==> config.mk <==
export PLATFORM = sky130hd
export DESIGN_NAME = sysid_ext
export DESIGN_NICKNAME = d
export VERILOG_FILES = /design/src/rtl/sysid_ext.sv
export SDC_FILE = /design/constraint.sdc
export NUM_CORES = 1
export LEC_CHECK = 0
export ABC_AREA = 1
export BUFFER_PORTS_ARGS = -buffer_cell sky130_fd_sc_hd__buf_2
export CAP_MARGIN = 40
export CORE_MARGIN = 2
export CORE_UTILIZATION = 60
export CTS_CLUSTER_DIAMETER = 200
export DETAILED_ROUTE_END_ITERATION = 6
export GPL_ROUTABILITY_DRIVEN = 0
export PLACE_DENSITY = 0.8
export SLEW_MARGIN = 20
export SYNTH_ARGS = -nofsm -noshare
export SYNTH_HDL_FRONTEND = slang
export SYNTH_SLANG_ARGS = --single-unit
==> constraint.sdc <==
create_clock -name clock -period 1.78 [get_ports clock]
set_input_delay 0.089 -clock clock [delete_from_list [all_inputs] [get_ports clock]]
set_output_delay 0.089 -clock clock [all_outputs]
set_load 0.01 [all_outputs]
==> src/rtl/sysid_ext.sv <==
// System identification block: constant ID/version words, scratch register,
// free-running uptime counter with HI snapshot, capability word and user IDs.
module sysid_ext #(
    parameter logic [31:0] SYSTEM_ID    = 32'h4D49_4F5D,
    parameter logic [31:0] TIMESTAMP    = 32'h2F35_2BDF,
    parameter logic [31:0] VERSION      = 32'h0001_0000,
    parameter int          NUM_USER     = 4,
    parameter logic [32*((NUM_USER > 0) ? NUM_USER : 1)-1:0] USER_WORDS = '0,
    parameter int          READ_LATENCY = 1,
    parameter int          TICK_DIV     = 1
) (
    input  logic        clock,
    input  logic        reset,
    input  logic [3:0]  address,
    input  logic        read,
    input  logic        write,
    input  logic [31:0] writedata,
    input  logic [3:0]  byteenable,
    output logic [31:0] readdata,
    output logic        readdatavalid
);

    // Handshake: read and write are one-cycle strobes that are always accepted
    // (no waitrequest); every accepted read returns exactly one readdatavalid
    // pulse READ_LATENCY cycles later, in request order. A read that coincides
    // with a write is dropped and never answered.

    localparam logic [3:0]  ADDR_SYSID   = 4'd0;
    localparam logic [3:0]  ADDR_TSTAMP  = 4'd1;
    localparam logic [3:0]  ADDR_VERSION = 4'd2;
    localparam logic [3:0]  ADDR_SCRATCH = 4'd3;
    localparam logic [3:0]  ADDR_UP_LO   = 4'd4;
    localparam logic [3:0]  ADDR_UP_HI   = 4'd5;
    localparam logic [3:0]  ADDR_CAPS    = 4'd6;
    localparam logic [15:0] PRESCALE_MAX = 16'(TICK_DIV - 1);

    logic [31:0] scratch;
    logic [63:0] uptime;
    logic [15:0] prescaler;
    logic [31:0] hi_snap;
    logic        wr_err;

    logic        accept_rd;
    logic        tick;
    logic        err_set;
    logic        err_clr;
    logic [31:0] caps;
    logic [31:0] rd_mux;

    logic [31:0]             pipe_data [READ_LATENCY];
    logic [READ_LATENCY-1:0] pipe_vld;

    assign accept_rd = read & ~write;
    assign tick      = (prescaler == PRESCALE_MAX);
    assign caps      = {wr_err, 25'd0, 2'(READ_LATENCY), 4'(NUM_USER)};

    assign err_set = write & (((address != ADDR_SCRATCH) && (address != ADDR_CAPS)) | read);
    assign err_clr = write & (address == ADDR_CAPS) & writedata[31] & byteenable[3];

    always_comb begin
        rd_mux = '0;
        case (address)
            ADDR_SYSID:   rd_mux = SYSTEM_ID;
            ADDR_TSTAMP:  rd_mux = TIMESTAMP;
            ADDR_VERSION: rd_mux = VERSION;
            ADDR_SCRATCH: rd_mux = scratch;
            ADDR_UP_LO:   rd_mux = uptime[31:0];
            ADDR_UP_HI:   rd_mux = hi_snap;
            ADDR_CAPS:    rd_mux = caps;
            default:      rd_mux = '0;
        endcase
        // User words live at 8.. and anything past NUM_USER reads as zero.
        for (int k = 0; k < NUM_USER; k++) begin
            if (address == 4'(8 + k)) begin
                rd_mux = USER_WORDS[32*k +: 32];
            end
        end
    end

    always_ff @(posedge clock) begin
        if (reset) begin
            scratch   <= '0;
            uptime    <= '0;
            prescaler <= '0;
            hi_snap   <= '0;
            wr_err    <= 1'b0;
        end else begin
            if (tick) begin
                prescaler <= '0;
                uptime    <= uptime + 64'd1;
            end else begin
                prescaler <= prescaler + 16'd1;
            end

            if (write && (address == ADDR_SCRATCH)) begin
                for (int i = 0; i < 4; i++) begin
                    if (byteenable[i]) begin
                        scratch[8*i +: 8] <= writedata[8*i +: 8];
                    end
                end
            end

            // The snapshot captures the same counter value whose low half is read.
            if (accept_rd && (address == ADDR_UP_LO)) begin
                hi_snap <= uptime[63:32];
            end

            if (err_clr) begin
                wr_err <= 1'b0;
            end else if (err_set) begin
                wr_err <= 1'b1;
            end
        end
    end

    // Read data is captured at acceptance and then only shifted, so responses
    // reflect state at the request cycle.
    always_ff @(posedge clock) begin
        if (reset) begin
            pipe_vld <= '0;
            for (int i = 0; i < READ_LATENCY; i++) begin
                pipe_data[i] <= '0;
            end
        end else begin
            pipe_vld[0]  <= accept_rd;
            pipe_data[0] <= accept_rd ? rd_mux : 32'd0;
            for (int i = 1; i < READ_LATENCY; i++) begin
                pipe_vld[i]  <= pipe_vld[i-1];
                pipe_data[i] <= pipe_data[i-1];
            end
        end
    end

    assign readdata      = pipe_data[READ_LATENCY-1];
    assign readdatavalid = pipe_vld[READ_LATENCY-1];

endmodule
==> out/summary.md, run 1 <==
The cell total after placement is 1553, and the area share of and/or/nand/nor cells after synthesis is 0.363. Setup repair after global routing could not meet its margin everywhere. The floorplan has 44 rows. The initial core utilization was 0.609; the area share of the largest cell type after synthesis was 0.405. The run finished, with violations left. The number of global-route vias before repair came out at 8557.

The share of synthesized cell area in full adder, half adder and majority cells is 0.00427, and the routed length per placed instance is 17.2 um. The type of element launching the critical path was a register. The final reports fail on hold timing. The layout net count was 1482. The total power density per cell area works out to 775 nW/um2. The cell sitting at the root of the clock tree is a sky130_fd_sc_hd__clkbuf_16.

The post-route non-filler standard cell count came out at 1632. The endpoint kind of the worst setup timing path was a register. Type of the worst min-delay path: in2reg. Static timing analysis puts the maximum clock frequency at 565 MHz. Setup violations remaining at the end of the flow were counted as 0. Once routing completed, OpenROAD measured the worst setup slack at 0.00868 ns.

During placement, the flow inserted port buffers numbering 76. The library cells used most frequently in the layout, excluding fill and tap cells, are sky130_fd_sc_hd__nand2_1, sky130_fd_sc_hd__nor2_1, sky130_fd_sc_hd__dfxtp_1. The mean instance size in the synthesized netlist was 6.84 um2; the share of synthesized area spent on multiplexers was 0. The power share of the combinational group was 0.046. In this run the horizontal extent of the chip is 125 um. The remaining max-slew budget at the tightest pin was 0.684.

The net switching share of the total power came out at 0.238. The largest total area in the synthesized netlist belongs to sky130_fd_sc_hd__dfxtp_1. For the final database, setup skew stands at 0.0120 ns. The XOR/XNOR share of the synthesized area is 0.00797, and the final design utilization is 0.747.

The tools report the pin count of the biggest net entering global routing as 48. The worst hold path passes through 3 cells. The detailed router finished its first iteration with 987 violations.

The tools report the number of endpoints with negative hold slack in the final report as 1. The run gives 0.481 as the part of the total power dissipated in sequential elements. The number of flip-flops and latches in the synthesized netlist was 178. The tools report the number of inserted diodes as 0. In this run, synthesis inferred 0 flip-flops with an integrated enable. The remaining number of nets flagged by the antenna check after routing was 0; the share of post-route cells with drive strength above 1 was 0.185. The sequential share of the synthesized area is 0.405. For the detailed-placement wirelength estimate, the log shows 19200 um. The total number of vias is 9333. For this run, design rule violations remaining after detail routing come to 0.

Internal power comes to 6360 uW. The region available for standard cell placement spans 14400 um2. The tools report the worst endpoint data arrival time as 2.14 ns. Measured along the y axis, the die boundary spans 125 um. TritonCTS built the clock tree. The net switching component of the power came out at 1990 uW.

The tools report the number of max-slew violations in the final report as 0. The most used flip-flop cell after synthesis is sky130_fd_sc_hd__dfxtp_1. Main combinational cell family by area after synthesis: simple AND/OR/NAND/NOR gates. The worst slack at placement was 0.0284 ns.

Summing every instance area after synthesis gives 8790 um2. The run gives 0 as the reported max-cap violation count. The final layout contains routed wiring with a total length of 28100 um.

Sorting the synthesized cells by area gives the leading types as sky130_fd_sc_hd__dfxtp_1, sky130_fd_sc_hd__nand2_1, sky130_fd_sc_hd__nor2_1, sky130_fd_sc_hd__inv_1, sky130_fd_sc_hd__a21oi_1. The logs give 1285 for the synthesized instance count and 15600 um2 for the total die area. The final global-route overflow total came out at 0. At the pin with the least slew margin, the transition time is 0.472 ns. The H-tree was split into 4 levels. The clock passes through at most 2 buffers. Compared with the post-synthesis result, the final layout area differs by 22.6%. The tools report the total leakage power as 0.00448 uW.

The worst hold slack across all endpoints is -0.0140 ns, and the depth of the worst register-to-register path is 10. The via density per instance was 5.72; the count of cell types in the netlist was 46. The first global-routing pass estimated 43800 um of wire. The count of TritonRoute iterations in the first routing pass was 6. The clock-pin slew reported for the worst setup and hold paths after clock tree synthesis was 0.07 ns. The run gives 0.473 as the part of the total power dissipated in the clock network.

In this run, CTS created clock tree buffers numbering 17. For the worst IR drop on VDD, the log shows 732 uV. The final clock period utilization by the worst path was 0.995; the total number of yosys warnings was 0. Subtracting the final worst setup slack from the clock period gives 1.77 ns.

The run gives 0.44 ns as the clock latency on the worst-skew pair. Data on the critical path is required at its endpoint by 2.14 ns. The highest net fanout along the worst path came out at 6. The tools report the net count after synthesis as 1332.

The aggregate global-route resource usage is 0.349. Post-synthesis compound-gate area fraction: 0.125. The run gives 0 as the initial antenna violation count. Leaving out fill and tap cells, the most frequent cell in the layout is sky130_fd_sc_hd__nand2_1. CTS saw 178 sinks. The share of synthesized flip-flops with an asynchronous set or reset is 0. The critical path in this run is classified as reg2reg. For the final routed database, the setup TNS stands at 0 ns.

Pin placement for this block handled 77 I/O pins.
[cell usage after synthesis, types with 5 or more instances]
library cell and count:
sky130_fd_sc_hd__nand4_1 29, sky130_fd_sc_hd__nor2_1 219, sky130_fd_sc_hd__xor2_1 7, sky130_fd_sc_hd__o22ai_1 9, sky130_fd_sc_hd__dfxtp_1 178, sky130_fd_sc_hd__and2_1 5
sky130_fd_sc_hd__nand2_2 12, sky130_fd_sc_hd__o21ai_1 8, sky130_fd_sc_hd__nor2_2 17, sky130_fd_sc_hd__buf_2 15, sky130_fd_sc_hd__a21oi_1 90, sky130_fd_sc_hd__nand3_2 5
sky130_fd_sc_hd__nand3_1 77, sky130_fd_sc_hd__nor2_4 13, sky130_fd_sc_hd__nor3_1 10, sky130_fd_sc_hd__clkbuf_1 17, sky130_fd_sc_hd__o21ai_0 64, sky130_fd_sc_hd__nor3_4 5
sky130_fd_sc_hd__inv_2 12, sky130_fd_sc_hd__a221oi_1 7, sky130_fd_sc_hd__nand2_1 280, sky130_fd_sc_hd__nor3_2 5, sky130_fd_sc_hd__inv_1 154
[final cells by class]
cell class,count,area (um2)
clock buffers,19,453
clock inverters,13,163
fillers,1071,3650
inverters,166,623
multi-input cells,904,4540
flip-flops and latches,178,3570
well taps,184,230
repair buffers,168,1190
[per-layer routing]
| metal | GRT usage | up-vias | share of wire |
|---|---|---|---|
| li1 | - | 4438 | - |
| met1 | 0.449 | 4176 | 0.39 |
| met2 | 0.561 | 586 | 0.45 |
| met3 | 0.0822 | 133 | 0.11 |
| met4 | 0.158 | 0 | 0.047 |
| met5 | 0 | - | 0 |
[critical path: stages, from the launching register on]
cell and delay (ns):
sky130_fd_sc_hd__dfxtp_2 0.34, sky130_fd_sc_hd__inv_2 0.06, sky130_fd_sc_hd__ha_4 0.14, sky130_fd_sc_hd__inv_2 0.03
sky130_fd_sc_hd__nor2_1 0.10, sky130_fd_sc_hd__nand2_1 0.10, sky130_fd_sc_hd__nor2_4 0.21, sky130_fd_sc_hd__nand2_2 0.20
sky130_fd_sc_hd__buf_4 0.22, sky130_fd_sc_hd__o21ai_1 0.12, sky130_fd_sc_hd__nor3b_1 0.18
[cell families (layout without fill, tap and decap cells)]
logic type / count (synthesis) / count (layout)
buffers and inverters: 205 / 366
AO/OA/AOI/OAI: 200 / 200
XOR/XNOR: 8 / 8
adder cells (fa/ha/maj): 3 / 3
flip-flops: 178 / 178
AND/OR/NAND/NOR: 691 / 693
[state kept, by name (all words and copies together), names as in the netlist]
signal         flops
uptime            64
hi_snap           32
pipe_data         32
scratch           32
prescaler         16
readdatavalid      1
wr_err             1
[through the flow]
step | instance area (um2) | total power [uW] | hold slack (ns)
5_1_grt | 10800 | 8540 | 0.0231
3_5_place_dp | 9560 | 4420 | 0.348
2_1_floorplan | 8790 | 4290 | 0.230
3_3_place_gp | 9560 | 4410 | 0.324
6_report | 10800 | 8350 | -0.0140
4_1_cts | 10500 | 8320 | 0.0118
[power groups by stage]
stage | combinational, uW | sequential (uW) | clock, uW
2_1_floorplan | 177 | 4110 | 0
3_3_place_gp | 302 | 4110 | 0
3_5_place_dp | 308 | 4110 | 0
4_1_cts | 367 | 4020 | 3940
5_1_grt | 418 | 4020 | 4110
6_report | 386 | 4020 | 3950
[final timing paths]
path,from,endpoint,slack (ns)
worst max-delay path,prescaler[0],uptime[4],0.009
worst min-delay path,writedata[10],scratch[10],-0.01
worst max register to register,prescaler[0],uptime[4],0.009
worst min register to register,prescaler[0],prescaler[0],0.44
[repair_timing]
item                                    in CTS  in global routing
endpoints found under the hold margin       32                  0
buffers inserted                             0                 10
hold buffers                                35                  0
gates resized for setup                      0                 40
endpoints found under the setup margin       0                 42
Power figures use the tool's default switching activity.
==> inputs of run 2 (changes only) <==
--- a/config.mk
+++ b/config.mk
@@ -8,12 +8,14 @@
 export ABC_AREA = 1
 export BUFFER_PORTS_ARGS = -buffer_cell sky130_fd_sc_hd__buf_2
 export CAP_MARGIN = 40
+export CORE_ASPECT_RATIO = 1.25
 export CORE_MARGIN = 2
 export CORE_UTILIZATION = 60
 export CTS_CLUSTER_DIAMETER = 200
 export DETAILED_ROUTE_END_ITERATION = 6
 export GPL_ROUTABILITY_DRIVEN = 0
 export PLACE_DENSITY = 0.8
+export RECOVER_POWER = 25
 export SLEW_MARGIN = 20
 export SYNTH_ARGS = -nofsm -noshare
 export SYNTH_HDL_FRONTEND = slang
==> out/summary.md, run 2 (synthesis results as in run 1) <==
The height of the die is 139 um (was 125 um), and the global-route wire length before repair is 42900 um (was 43800 um). The final clock period utilization by the worst path came out at 1.03 (was 0.995). The run gives 14300 um2 (was 14400 um2) as the core outline area. The run gives 0.484 (was 0.481) as the part of the total power dissipated in sequential elements. The endpoint kind of the worst setup timing path is a register (unchanged).

For the placement row count, the log shows 49 (was 44). The run gives 0.342 (was 0.349) as the aggregate global-route resource usage. The total power density per cell area was 779 nW/um2 (was 775 nW/um2); the sink count of the clock tree was 178 (unchanged). The H-tree level count was 4 (unchanged).

The overall routed net length is 27300 um (was 28100 um). The remaining number of nets flagged by the antenna check after routing is 0 (unchanged), and the number of I/O port buffers is 76 (unchanged). The layout net count was 1478 (was 1482); the highest net fanout along the worst path was 6 (unchanged). The final routed DRC violation total is 0 (unchanged), and the internal power contribution is 6290 uW (was 6360 uW). For the maximum operating frequency, the log shows 545 MHz (was 565 MHz).

The tools report the remaining max-slew budget at the tightest pin as 0.458 (was 0.684). The post-layout minimum cycle time is 1.83 ns (was 1.77 ns). The die boundary width came out at 112 um (was 125 um).

The run gives 889 (was 987) as the DRC marker count from the first detailed-route iteration. Largest register by flop count: uptime (unchanged). The total number of vias came out at 9245 (was 9333). The run finished, with violations left. The detailed-placement wirelength estimate came out at 18900 um (was 19200 um). The run gives 0.741 (was 0.747) as the final design utilization. The tools report the initial antenna violation count as 0 (unchanged). Type of the worst min-delay path: in2reg (unchanged).

The flip-flop count of the largest register, all copies and words added was 64 (unchanged); the via density per instance was 5.70 (was 5.72). The run gives 0 (unchanged) as the final global-route overflow total. The number of inserted diodes is 0 (unchanged). The routed length per placed instance is 16.8 um (was 17.2 um), and the transition time at the pin with the least slew margin is 0.814 ns (was 0.472 ns). The area growth from synthesis to layout is 21.0% (was 22.6%), and the worst IR drop on VDD is 978 uV (was 732 uV).

The critical path class is reg2reg (unchanged). The number of fill cells in the layout is 1101 (was 1071), and the clock-pin slew reported for the worst setup and hold paths after clock tree synthesis is 0.07 ns (about the same). Violated checks: setup timing (was hold timing). The count of final setup violators was 11 (was 0). The worst endpoint data arrival time is 2.16 ns (was 2.14 ns), and the clock latency on the worst-skew pair is 0.45 ns (was 0.44 ns). Type of element launching the critical path: a register (unchanged).

The share of post-route cells with drive strength above 1 works out to 0.163 (was 0.185). The logs give 48 (unchanged) for the pin count of the biggest net entering global routing and 0.0113 ns (was 0.0120 ns) for the clock skew. The maximum root-to-sink buffer count came out at 2 (unchanged). The initial core utilization is 0.613 (was 0.609), and the net switching share of the total power is 0.241 (was 0.238). The part of the total power dissipated in the clock network came out at 0.471 (was 0.473). Highest-count cells in the layout ignoring fill and taps: sky130_fd_sc_hd__nand2_1, sky130_fd_sc_hd__nor2_1, sky130_fd_sc_hd__dfxtp_1 (unchanged). The worst hold slack across all endpoints was 0.00742 ns (was -0.0140 ns). The number of max-slew violations in the final report was 0 (unchanged).

The tools report the number of endpoints with negative hold slack in the final report as 0 (was 1). The tools report the total die area as 15600 um2 (about the same). The number of global-route vias before repair is 8709 (was 8557). Most frequent standard cell in the layout excluding fill and tap cells: sky130_fd_sc_hd__nand2_1 (unchanged). Total CTS buffers: 17 (unchanged).

For the endpoint required time on the critical path, the log shows 2.11 ns (was 2.14 ns). The clock root buffer is sky130_fd_sc_hd__clkbuf_16 (unchanged). The tools report the power share of the combinational group as 0.045 (was 0.046). TritonCTS built the clock tree.

Count of TritonRoute iterations in the first routing pass: 5 (was 6). The total leakage power is 0.00428 uW (was 0.00448 uW), and the reported max-cap violation count is 0 (unchanged). The logs give -0.0544 ns (was 0.00868 ns) for the final critical-path setup slack and 8290 uW (was 8350 uW) for the overall power after layout.

For the I/O pin count, the log shows 77 (unchanged). The net switching component of the power was 2000 uW (was 1990 uW). Setup repair after global routing could not meet its margin everywhere.
-- run 2: cell count changes in the layout (fill, tap and decap cells not counted), sizes merged --
cell | previous run | this run
nand2 | 296 | 295
dlygate4sd3 | 35 | 37
inv | 173 | 174
buf | 133 | 94
clkbuf | 19 | 51
clkinvlp | 0 | 1
-- run 2: area by class of cell --
| cell class | instances | area, um2 | share of cell area |
|---|---|---|---|
| repair buffers | 165 | 1100 | 0.103 |
| flip-flops and latches | 178 | 3590 | 0.337 |
| well taps | 178 | 223 | 0.0209 |
| multi-input cells | 903 | 4490 | 0.422 |
| clock inverters | 15 | 186 | 0.0175 |
| inverters | 166 | 626 | 0.0588 |
| clock buffers | 17 | 425 | 0.0400 |
-- run 2: repair_timing --
action | 4_1_cts | 5_1_grt
pin swaps | 2 | 11
cloned | 0 | 1
setup endpoints to repair | 19 | 59
hold buffers | 37 | 0
endpoints found under the hold margin | 33 | 0
resized for setup | 5 | 45
setup buffers | 3 | 4
-- run 2: routing by layer --
metal  GRT usage  vias to the layer above  part of all wire  routed length (um)
met4       0.164                        0             0.050                1350
met2       0.574                      491              0.47               12900
met1       0.417                     4197              0.38               10400
met5           0                        -                 0                   0
li1            -                     4442                 -                   -
met3      0.0714                      115             0.094                2560
-- run 2: critical path: stages (launching register included) --
cell                      delay [ns]
sky130_fd_sc_hd__dfxtp_2        0.34
sky130_fd_sc_hd__inv_2          0.07
sky130_fd_sc_hd__ha_4           0.14
sky130_fd_sc_hd__inv_2          0.04
sky130_fd_sc_hd__nor2_2         0.15
sky130_fd_sc_hd__nand2_2        0.10
sky130_fd_sc_hd__nor2_4         0.21
sky130_fd_sc_hd__nand2_4        0.15
sky130_fd_sc_hd__nor3_4         0.27
sky130_fd_sc_hd__nand3_1        0.11
sky130_fd_sc_hd__nand2_1        0.09
sky130_fd_sc_hd__nor2_2         0.04
-- run 2: through the flow --
step           setup TNS (ns)  instances  area [um2]  worst slack, ns
6_report               -0.272       1622       10600          -0.0544
5_1_grt                 -1.13       1622       10600           -0.108
4_1_cts                     0       1617       10600          0.00360
3_5_place_dp                0       1545        9530           0.0178
3_3_place_gp                0       1545        9530           0.0893
2_1_floorplan               0       1285        8790            0.252
-- run 2: power groups by stage --
stage | logic [uW] | registers [uW] | clock network, uW
2_1_floorplan | 177 | 4110 | 0
3_3_place_gp | 292 | 4110 | 0
3_5_place_dp | 296 | 4110 | 0
4_1_cts | 359 | 4020 | 3920
5_1_grt | 402 | 4020 | 4080
6_report | 370 | 4020 | 3910
-- run 2: final timing paths --
| path | from | endpoint | slack [ns] | cells past startpoint |
|---|---|---|---|---|
| worst min register to register | scratch[1] | scratch[1] | 0.45 | 2 |
| worst max register to register | prescaler[1] | uptime[33] | -0.05 | 11 |
| worst max-delay path | prescaler[1] | uptime[33] | -0.05 | 11 |
| worst min-delay path | address[3] | pipe_data[0][5] | 0.007 | 4 |
